--- src/rtl/gg_cmd_pkg.sv ---
// Shared opcodes, payload lengths and types for the geometry command sequencer.
package gg_cmd_pkg;

    localparam logic [7:0] OP_MATRIX_MODE = 8'h10;
    localparam logic [7:0] OP_LOAD_MATRIX = 8'h13;
    localparam logic [7:0] OP_VERTEX      = 8'h03;
    localparam logic [7:0] OP_END         = 8'hFF;

    localparam int unsigned MAT_WORDS = 16;
    localparam int unsigned VTX_WORDS = 3;

    typedef enum logic [2:0] {
        ST_IDLE,
        ST_FETCH_OP,
        ST_DECODE,
        ST_LOAD_MAT,
        ST_LOAD_VTX,
        ST_EMIT_VTX,
        ST_DONE,
        ST_ERR
    } state_t;

    typedef logic [1:0] mat_sel_t;

endpackage

--- src/rtl/gg_cmd_fetch.sv ---
// Command BRAM read port: word pointer, remaining-word count and read-data-valid flag.
module gg_cmd_fetch
    import gg_cmd_pkg::*;
#(
    parameter int ADDR_W = 32,
    parameter int LEN_W  = 16
) (
    input  logic              clk,
    input  logic              rst,
    input  logic              load,
    input  logic [ADDR_W-1:0] base_addr,
    input  logic [LEN_W-1:0]  cmd_words,
    input  logic              issue,
    output logic              mem_en,
    output logic [ADDR_W-1:0] mem_addr,
    output logic [LEN_W-1:0]  rem,
    output logic              rvalid
);

    logic [ADDR_W-1:0] ptr;

    always_ff @(posedge clk) begin
        if (rst) begin
            ptr    <= '0;
            rem    <= '0;
            rvalid <= 1'b0;
        end else begin
            rvalid <= issue;
            if (load) begin
                ptr <= {base_addr[ADDR_W-1:2], 2'b00};
                rem <= cmd_words;
            end else if (issue) begin
                ptr <= ptr + ADDR_W'(4);
                rem <= rem - LEN_W'(1);
            end
        end
    end

    assign mem_en   = issue;
    assign mem_addr = ptr;

endmodule

--- src/rtl/gg_cmd_sequencer.sv ---
// Command stream decoder feeding the matrix register file and the transform stage.
// Optional statistics counters are enabled with GG_CMD_STATS_EN.
module gg_cmd_sequencer
    import gg_cmd_pkg::*;
#(
    parameter int ADDR_W = 32,
    parameter int LEN_W  = 16
) (
    input  logic              clk,
    input  logic              rst,
    input  logic              start,
    input  logic [ADDR_W-1:0] base_addr,
    input  logic [LEN_W-1:0]  cmd_words,
    output logic              mem_en,
    output logic [ADDR_W-1:0] mem_addr,
    input  logic [31:0]       mem_rdata,
    output logic              mat_we,
    output mat_sel_t          mat_sel,
    output logic [3:0]        mat_idx,
    output logic [31:0]       mat_wdata,
    output logic              vtx_valid,
    input  logic              vtx_ready,
    output logic [31:0]       vtx_x,
    output logic [31:0]       vtx_y,
    output logic [31:0]       vtx_z,
    output logic              busy,
    output logic              done,
    output logic              err,
    output logic [ADDR_W-1:0] err_addr
`ifdef GG_CMD_STATS_EN
    ,
    output logic [15:0]       stat_vtx,
    output logic [15:0]       stat_mat
`endif
);

    state_t           state, state_nx;
    logic [3:0]       cnt;
    logic             issue, load, set_err, rvalid;
    logic [LEN_W-1:0] rem;
    logic [7:0]       opcode;

    assign opcode = mem_rdata[7:0];

    gg_cmd_fetch #(
        .ADDR_W(ADDR_W),
        .LEN_W (LEN_W)
    ) u_fetch (
        .clk      (clk),
        .rst      (rst),
        .load     (load),
        .base_addr(base_addr),
        .cmd_words(cmd_words),
        .issue    (issue),
        .mem_en   (mem_en),
        .mem_addr (mem_addr),
        .rem      (rem),
        .rvalid   (rvalid)
    );

    // Payload reads are issued from DECODE onward so each element arrives one per cycle.
    always_comb begin
        state_nx = state;
        issue    = 1'b0;
        load     = 1'b0;
        set_err  = 1'b0;
        mat_we   = 1'b0;
        case (state)
            ST_IDLE, ST_ERR: begin
                if (start) begin
                    load     = 1'b1;
                    state_nx = (cmd_words == '0) ? ST_DONE : ST_FETCH_OP;
                end
            end
            ST_FETCH_OP: begin
                if (rem == '0) begin
                    state_nx = ST_DONE;
                end else begin
                    issue    = 1'b1;
                    state_nx = ST_DECODE;
                end
            end
            ST_DECODE: begin
                case (opcode)
                    OP_MATRIX_MODE: state_nx = ST_FETCH_OP;
                    OP_LOAD_MATRIX: begin
                        if (rem >= LEN_W'(MAT_WORDS)) begin
                            issue    = 1'b1;
                            state_nx = ST_LOAD_MAT;
                        end else begin
                            set_err  = 1'b1;
                            state_nx = ST_ERR;
                        end
                    end
                    OP_VERTEX: begin
                        if (rem >= LEN_W'(VTX_WORDS)) begin
                            issue    = 1'b1;
                            state_nx = ST_LOAD_VTX;
                        end else begin
                            set_err  = 1'b1;
                            state_nx = ST_ERR;
                        end
                    end
                    OP_END:  state_nx = ST_DONE;
                    default: begin
                        set_err  = 1'b1;
                        state_nx = ST_ERR;
                    end
                endcase
            end
            ST_LOAD_MAT: begin
                mat_we = rvalid;
                issue  = (cnt != 4'(MAT_WORDS - 1));
                if (rvalid && cnt == 4'(MAT_WORDS - 1)) state_nx = ST_FETCH_OP;
            end
            ST_LOAD_VTX: begin
                issue = (cnt != 4'(VTX_WORDS - 1));
                if (rvalid && cnt == 4'(VTX_WORDS - 1)) state_nx = ST_EMIT_VTX;
            end
            ST_EMIT_VTX: begin
                if (vtx_ready) state_nx = ST_FETCH_OP;
            end
            ST_DONE: state_nx = ST_IDLE;
            default: state_nx = ST_IDLE;
        endcase
    end

    always_ff @(posedge clk) begin
        if (rst) begin
            state    <= ST_IDLE;
            cnt      <= '0;
            mat_sel  <= '0;
            vtx_x    <= '0;
            vtx_y    <= '0;
            vtx_z    <= '0;
            err      <= 1'b0;
            err_addr <= '0;
        end else begin
            state <= state_nx;
            if (state != state_nx) begin
                cnt <= '0;
            end else if ((state == ST_LOAD_MAT || state == ST_LOAD_VTX) && rvalid) begin
                cnt <= cnt + 4'd1;
            end
            if (state == ST_DECODE && opcode == OP_MATRIX_MODE) mat_sel <= mem_rdata[9:8];
            if (state == ST_LOAD_VTX && rvalid) begin
                case (cnt)
                    4'd0:    vtx_x <= mem_rdata;
                    4'd1:    vtx_y <= mem_rdata;
                    default: vtx_z <= mem_rdata;
                endcase
            end
            // ptr has already stepped past the opcode when DECODE flags an error.
            if (load) begin
                err      <= 1'b0;
                err_addr <= '0;
            end else if (set_err) begin
                err      <= 1'b1;
                err_addr <= mem_addr - ADDR_W'(4);
            end
        end
    end

`ifdef GG_CMD_STATS_EN
    always_ff @(posedge clk) begin
        if (rst || load) begin
            stat_vtx <= '0;
            stat_mat <= '0;
        end else begin
            if (vtx_valid && vtx_ready && stat_vtx != '1) stat_vtx <= stat_vtx + 16'd1;
            if (state == ST_LOAD_MAT && rvalid && cnt == 4'(MAT_WORDS - 1) && stat_mat != '1)
                stat_mat <= stat_mat + 16'd1;
        end
    end
`endif

    assign mat_idx   = (state == ST_LOAD_MAT) ? cnt : '0;
    assign mat_wdata = mat_we ? mem_rdata : '0;
    assign vtx_valid = (state == ST_EMIT_VTX);
    assign done      = (state == ST_DONE);
    assign busy      = (state == ST_FETCH_OP) || (state == ST_DECODE) || (state == ST_LOAD_MAT) ||
                       (state == ST_LOAD_VTX) || (state == ST_EMIT_VTX);

endmodule

--- config.mk ---
export PLATFORM = sky130hd
export DESIGN_NAME = gg_cmd_sequencer
export DESIGN_NICKNAME = d
export VERILOG_FILES = /design/src/rtl/gg_cmd_pkg.sv /design/src/rtl/gg_cmd_fetch.sv /design/src/rtl/gg_cmd_sequencer.sv
export SDC_FILE = /design/constraint.sdc
export NUM_CORES = 1
export LEC_CHECK = 0
export BUFFER_PORTS_ARGS = -buffer_cell sky130_fd_sc_hd__buf_2
export CAP_MARGIN = 15
export CORE_MARGIN = 4
export CORE_UTILIZATION = 51
export DETAILED_ROUTE_END_ITERATION = 6
export GPL_TIMING_DRIVEN = 0
export PLACE_DENSITY = 0.84
export SYNTH_ARGS = -nofsm -noshare
export SYNTH_HDL_FRONTEND = slang
export SYNTH_SLANG_ARGS = --single-unit
--- constraint.sdc ---
create_clock -name clk -period 3.6 [get_ports clk]
set_input_delay 0.36 -clock clk [delete_from_list [all_inputs] [get_ports clk]]
set_output_delay 0.36 -clock clk [all_outputs]
set_load 0.03 [all_outputs]
# Word-level counts from Yosys, hierarchy flattened
# Cells that the tools add are included.
# classes
add_sub_neg	4
magnitude_cmp	2
n_eq_ne	17
muxes	28
n_bitwise	1
reduce_logical	23
# op_table
operator	count
two-way mux 32 bit	3
adder 32 x 3 -> 32 bit, second input constant	1
logical NOT 16 bit	2
two-way mux 16 bit	2
subtractor 32 x 3 -> 32 bit, second input constant	1
two-way mux 3 bit	7
case mux 3 bit (7 select lines)	1
== test 8 x 5 -> 1 bit, second input constant	2
>= comparator 16 x 2 -> 1 bit, second input constant	1
>= comparator 16 x 5 -> 1 bit, second input constant	1
subtractor 16 x 1 -> 16 bit, second input constant	1
== test 3 bit, second input constant	4
case mux 3 bit (4 select lines)	1
OR reduction 2 bit	5
two-way mux 1 bit	9
== test 8 x 2 -> 1 bit, second input constant	1
== test 8 bit, second input constant	1
== test 3 x 2 -> 1 bit, second input constant	2
AND reduction 2 bit	3
logical AND 1 bit	5
logical OR 1 bit	5
adder 4 x 1 -> 4 bit, second input constant	1
== test 4 x 1 -> 1 bit, second input constant	1
== test 4 x 2 -> 1 bit, second input constant	1
other kinds (14)	14
# totals
ff_bits	187
in_bits	84
wordCells	87

# Depth between registers and ports, before layout
# Gate-level depths: netlist of the first run.
# depth
depth_word	6
mapped_depth	9

# Modules after synthesis
# From an unflattened synthesis of the first run, not the netlist that was laid out.
# unflattened
hier_cells	1116
hier_area_um2	8792.2
# modules_own_cells
mod	instances	cells_each	area_per_inst_um2
gg_cmd_sequencer	1	784	6109.6
gg_cmd_fetch	1	332	2682.6

# Worst setup path after synthesis of the first run
# Ideal clock, no wire load.
# synth_path
path_kind	flip-flop to flip-flop
startpoint	register u_fetch.ptr[4], in the netlist u_fetch.mem_addr[4]
endpoint	register u_fetch.ptr[22], in the netlist u_fetch.mem_addr[22]
setup_time_ns	0.091
arrival_ns	2.527
required_time_ns	3.509
setup_slack_ns	0.982
path_stages_with_launch	9
path_buffers	2
synth_period_minus_slack_ns	2.618
path_cell_list	dfxtp_1 > clkbuf_1 > and4_1 > nand4_1 > or3_1 > a211o_1 > buf_4 > or3_1 > a311oi_1
# synth_via
elab_chain_cells	3
# synth_rtl
item	line	source
from (decl)	gg_cmd_fetch.sv:20	logic [ADDR_W-1:0] ptr;
from (signal assigned)	gg_cmd_fetch.sv:30	ptr <= {base_addr[ADDR_W-1:2], 2'b00};
from (signal assigned)	gg_cmd_fetch.sv:33	ptr <= ptr + ADDR_W'(4);
adder 32 x 3 -> 32 bit	gg_cmd_fetch.sv:33	
two-way mux 32 bit	gg_cmd_fetch.sv:32	end else if (issue) begin
two-way mux 32 bit	gg_cmd_fetch.sv:29	if (load) begin
# Every way passes these cells. The select of a mux whose other input is x is not followed.
# A chain may end at the register's enable or synchronous reset.

# Worst setup path in the final report of the first run
# layout_path
startpoint	register u_fetch.rem[4]
endpoint	output port mem_en
# layout_via
elab_chain_cells	4
# layout_rtl
item	line	source
from (decl)	gg_cmd_fetch.sv:16	output logic [LEN_W-1:0] rem,
from (signal assigned)	gg_cmd_fetch.sv:31	rem <= cmd_words;
from (signal assigned)	gg_cmd_fetch.sv:34	rem <= rem - LEN_W'(1);
>= comparator 16 x 2 -> 1 bit or >= comparator 16 x 5 -> 1 bit (tied branches)	gg_cmd_sequencer.sv:96, gg_cmd_sequencer.sv:87	
two-way mux 1 bit (on tied branches)	gg_cmd_sequencer.sv:96, gg_cmd_sequencer.sv:87	
case mux 1 bit (2 select lines)	gg_cmd_sequencer.sv:84	case (opcode)
case mux 1 bit (4 select lines) *	gg_cmd_sequencer.sv:68	case (state)
to (decl)	gg_cmd_sequencer.sv:14	output logic mem_en,
# Mark *: on every way between the ends. The rest lies on a longest branch, timed or not.

==> flow_summary.json, run 1 <==
{
  "status": "finished clean",
  "start_util_pct": 52.6,
  "cp.required_ps": 3240,
  "synth_edf_count": 0,
  "area_delta_synth_final_pct": 25.6,
  "endpoint": "mem_en",
  "die_width_um": 140,
  "irDropWorstVdd_uv": 477,
  "p_leak_nw": 4.61,
  "criticalPathCategory": "reg2out",
  "startpoint": "u_fetch.rem[4]",
  "clk_path_buf_depth": 2,
  "synthArstFlopShare_pct": 0,
  "ff2ff_path_depth": 8,
  "max-slew-margin-rel_pct": 39.2,
  "gp_congestion": 0.979,
  "grt_first_pass_wirelength_um": 47200,
  "via_count": 9657,
  "core_um2": 16800,
  "synth-seq-cells": 183,
  "r2r_slack_ps": 520,
  "end_kind": "output port",
  "cts_buffers": 17,
  "drive_above_1_share_pct": 23.7,
  "clk_latency_ps": 440,
  "critPathMaxFanout": 9,
  "io_pins": 288,
  "fp.dieArea_um2": 19500,
  "max_cap_viol_count": 0,
  "synth_flop_cell": "dfxtp_1",
  "die_h_um": 140,
  "yosys.area.top_type": "dfxtp_1",
  "clkSinkCount": 183,
  "synth_area_leaders": "dfxtp_1, nand2_1, a21oi_1, a211oi_1, xnor2_1",
  "synth_common_cells": "nand2_1, dfxtp_1, a21oi_1",
  "max_freq_mhz": 303,
  "io_buffers": 277,
  "yosys.cell_count.top_type": "nand2_1",
  "ys_seq_area_share_pct": 41.5,
  "cts_resized": 0,
  "slew_violations": 0,
  "powerDensity_nw_per_um2": 703,
  "cp_data_arrival_time_ps": 2940,
  "layout.nets": 1522,
  "rows": 47,
  "grt_pass1_vias": 9195,
  "cts-root-buf": "clkbuf_16",
  "finClkSkew_ps": 10.1,
  "drt-vias-per-instance": 5.81,
  "fin_crit_ps": 3300,
  "finalNonFillerCells": 1663,
  "hold_class": "in2reg",
  "reg2reg_to": "u_fetch.mem_addr[4]",
  "grt_setup_unrepaired": "no",
  "cts_setup_buffers": 0,
  "routed_wl_um": 30000,
  "tritoncts": "yes",
  "tns_ps": 0,
  "drc": 0,
  "grtUsageTotal_pct": 29.5,
  "wl_per_cell_um": 18.1,
  "ctsHoldBuffers": 0,
  "tightest_slew_ps": 900,
  "yosysWarnings": 0,
  "post-route-period-util_pct": 91.7,
  "grt_overflow_total": 0,
  "crit_path_start_kind": "register",
  "placed_cells": 1630,
  "antenna_found_initial": 2,
  "htreeDepth": 4,
  "synthCells": 1130,
  "ant_nets": 0,
  "synthDominantCellAreaShare_pct": 41.5,
  "syn_avg_cell_area_um2": 7.81,
  "drt_iter0_markers": 807,
  "grt_max_degree": 17,
  "worstReg2RegStart": "u_fetch.rem[4]",
  "finalSetupViolations": 0,
  "hold_ws_ps": 166,
  "firstDrtPassIters": 5,
  "syn_area_um2": 8820,
  "clk_pin_slew_ps": 70,
  "dpl.hpwl_um": 22700,
  "yosys.cell_types.count": 67,
  "hold_viol_final": 0
}
critical path, stage by stage, from the launching register on:
cell	delay, ps
dfxtp_1	360
or4_1	590
or4_1	550
buf_2	200
o22a_1	330
nor2_2	160
inv_2	120
buf_2	200
kinds of logic (layout without fill, tap and decap cells):
family                     count (synthesis)  in the layout  synth area share, %
other                                      1              6               0.0425
adders and majority gates                  9              9                 1.28
DFF                                      183            183                 41.5
xor gates and xnor gates                  54             54                 5.36
buffers and inverters                    121            429                 5.73
AOI/OAI and AO/OA                        273            273                 20.0
muxes                                      4              4                0.454
and+or+nand+nor                          485            485                 25.7
layout by cell type, fill, tap and decap left out, drive strengths merged, types with 9 or more instances in the layout:
cell,instances
inv,26
or3,15
nand3,14
nor3,26
ha,9
dfxtp,183
xor2,9
nand4,16
nor2,89
or4,15
and3,40
a21oi,117
a211oi,53
o21ai,32
buf,296
clkbuf,102
nand2,223
and2,10
xnor2,45
nor4,20
a311oi,15
cell type report:
cell class	count	area [um2]
antenna	2	5.00
buffer	101	430
clock buffer	20	467
clock inverter	11	113
fill	1437	5680
inverter	20	75.1
multi-input combinational	829	4670
sequential	183	3660
tap	220	275
timing repair buffer	277	1390
metrics by stage:
step / power (mW) / utilization (%) / worst slack, ps / cell area (um2)
global route: 8.20 / 66.1 / 234 / 11100
global placement: 5.82 / 62.6 / 585 / 10500
CTS: 7.73 / 66.1 / 332 / 11100
floorplan: 4.98 / - / 982 / 8830
detailed placement: 5.89 / 62.6 / 580 / 10500
finish: 7.79 / 66.1 / 299 / 11100
flip-flops by register name, summed over array words and instances, names as in the netlist:
name and flops:
state 3, mat_sel 2, vtx_y 32, err 1
vtx_x 32, vtx_z 32, u_fetch.mem_addr 30, cnt 4
u_fetch.rem 16, u_fetch.rvalid 1, err_addr 30
worst min path at each step:
stage | from | cells after the start | end | slack, ps
detailed placement | vtx_y[29] | 2 | vtx_y[29] | 440
CTS | base_addr[30] | 3 | u_fetch.mem_addr[30] | 150
floorplan | u_fetch.rem[9] | 2 | u_fetch.rem[9] | 470
global placement | vtx_x[13] | 2 | vtx_x[13] | 440
global route | base_addr[28] | 3 | u_fetch.mem_addr[28] | 160
finish | base_addr[30] | 3 | u_fetch.mem_addr[30] | 170
routing by layer:
metal	vias up	part of all wire, %	GRT usage [%]
li1	4569	-	-
met1	4496	38	35.2
met2	520	49	51.3
met3	70	10	7.75
met4	2	2.6	10.2
met5	-	0.023	0
power breakdown:
part           total, mW  leakage, nW  internal [mW]  switching (mW)
logic               3.31         2.83           1.08            2.22
clock network       1.87        0.290           1.02           0.847
registers           2.61         1.49           2.32           0.295
Power figures use the tool's default switching activity.
==> run 2, diff against run 1 <==
- MAX_ROUTING_LAYER: unset -> met4
==> flow_summary.json, run 2 (synthesized netlist as in run 1, its figures left out) <==
{
  "max_cap_viol_count": 0,
  "design_area_um2": 11100,
  "placed_area_um2": 10500,
  "grt_setup_unrepaired": "no",
  "ff2ff_path_depth": 8,
  "area_delta_synth_final_pct": 25.5,
  "drc": 5,
  "grt_first_pass_wirelength_um": 47500,
  "status": "finished, violations left",
  "cp_data_arrival_time_ps": 2940,
  "r2r_slack_ps": 510,
  "p_leak_nw": 4.59,
  "io_pins": 288,
  "powerDensity_nw_per_um2": 703,
  "finalPower_mw": 7.78,
  "cts-root-buf": "clkbuf_16",
  "antenna_found_initial": 3,
  "firstDrtPassIters": 7,
  "holdPathEnd": "u_fetch.mem_addr[28]",
  "grt_overflow_total": 0,
  "tritoncts": "yes",
  "hold_viol_final": 0,
  "min-delay-start": "base_addr[28]",
  "htreeDepth": 4,
  "hold_class": "in2reg",
  "criticalPathCategory": "reg2out",
  "end_kind": "output port",
  "reg_top3": "vtx_x (32), vtx_y (32), vtx_z (32)",
  "routed_wl_um": 30300,
  "ctsHoldBuffers": 0,
  "setup_slack_ps": 299,
  "reg2reg_to": "u_fetch.mem_addr[14]",
  "layout_common_cells": "buf_2, nand2_1, dfxtp_1, a21oi_1, nor2_1",
  "rows": 47,
  "layout.nets": 1522,
  "core_um2": 16800,
  "slowest_stage": "or4_1",
  "slew_violations": 0,
  "critPathMaxFanout": 9,
  "fillCellCount": 1482,
  "start_util_pct": 52.6,
  "min_path_cells": 3,
  "drive_above_1_share_pct": 23.6,
  "wl_per_cell_um": 18.2,
  "max_freq_mhz": 303,
  "via_count": 9741,
  "gp_congestion": 0.993,
  "clkSinkCount": 183,
  "max-slew-margin-rel_pct": 39.4,
  "finClkSkew_ps": 11.3,
  "die_h_um": 140,
  "cp.required_ps": 3240,
  "cts_setup_buffers": 0,
  "clk_path_buf_depth": 2,
  "crit_path_start_kind": "register",
  "io_buffers": 277,
  "finalSetupViolations": 0,
  "irDropWorstVdd_uv": 466,
  "pre_cts_ws_ps": 457,
  "ant_nets": 0,
  "worstReg2RegStart": "u_fetch.rem[4]",
  "final_common_cell": "buf_2",
  "clk_latency_ps": 440,
  "cts_buffers": 17,
  "grt_max_degree": 17,
  "die_width_um": 140,
  "cp_cell_sequence": "or4_1 -> or4_1 -> buf_2 -> o22a_1 -> nor2_2 -> inv_2 -> buf_2",
  "drt_iter0_markers": 795,
  "dpl.hpwl_um": 22900,
  "hold_ws_ps": 141,
  "grt_pass1_vias": 9140,
  "tns_ps": 0,
  "cpPeakStageDelay_ps": 580,
  "violations": "design-rule violations",
  "fin_crit_ps": 3300,
  "cts_resized": 0,
  "tightest_slew_ps": 897,
  "post-route-period-util_pct": 91.7,
  "clk_pin_slew_ps": 70,
  "grtUsageTotal_pct": 30.5,
  "fp.dieArea_um2": 19500,
  "drt-vias-per-instance": 5.85
}
## run 2: changes by cell type in the layout (fill, tap and decap cells not counted), sizes merged
cell and change:
diode +1, clkinvlp +1, clkinv +2, inv -2
## run 2: power breakdown
part | switching (mW) | internal [mW] | total [mW]
logic | 2.25 | 1.09 | 3.33
clock network | 0.843 | 0.985 | 1.83
registers | 0.294 | 2.32 | 2.61
## run 2: stage by stage
stage / utilization (%) / instances
floorplan: - / 1133
finish: 66.0 / 1665
global route: 66.0 / 1665
detailed placement: 62.6 / 1630
CTS: 66.0 / 1662
global placement: 62.6 / 1630
## run 2: worst max path at each step
stage,slack [ps],start,to,cells past startpoint
after floorplan,980,u_fetch.mem_addr[4],u_fetch.mem_addr[22],8
after global placement,570,cmd_words[3],cnt[2],7
after detailed placement,460,cmd_words[3],cnt[2],7
after CTS,340,u_fetch.rem[4],mem_en,7
after global routing,240,u_fetch.rem[4],mem_en,7
final,300,u_fetch.rem[4],mem_en,7
## run 2: metal layers
metal / vias up / GRT usage, % / share of wire [%]
li1: 4578 / - / -
met1: 4564 / 36.1 / 39
met2: 536 / 51.8 / 49
met3: 63 / 7.03 / 10
met4: 0 / 9.18 / 2.1
met5: - / - / 0
## run 2: area by class of cell
cell class                 instances  area (um2)  share of cell area (%)
multi-input combinational        829        4670                    42.1
sequential                       183        3660                    33.1
timing repair buffer             277        1390                    12.5
clock buffer                      20         447                    4.04
buffer                           101         430                    3.89
tap                              220         275                    2.49
clock inverter                    12         119                    1.07
inverter                          20        75.1                   0.678
antenna                            3        7.51                  0.0678
## run 2: worst max-delay path, delay by kind of cell (launching register included)
family / cells / cell delay (ps)
buffers and inverters: 3 / 530
AND/OR/NAND/NOR: 3 / 1290
flip-flops: 1 / 360
AO/OA/AOI/OAI: 1 / 340
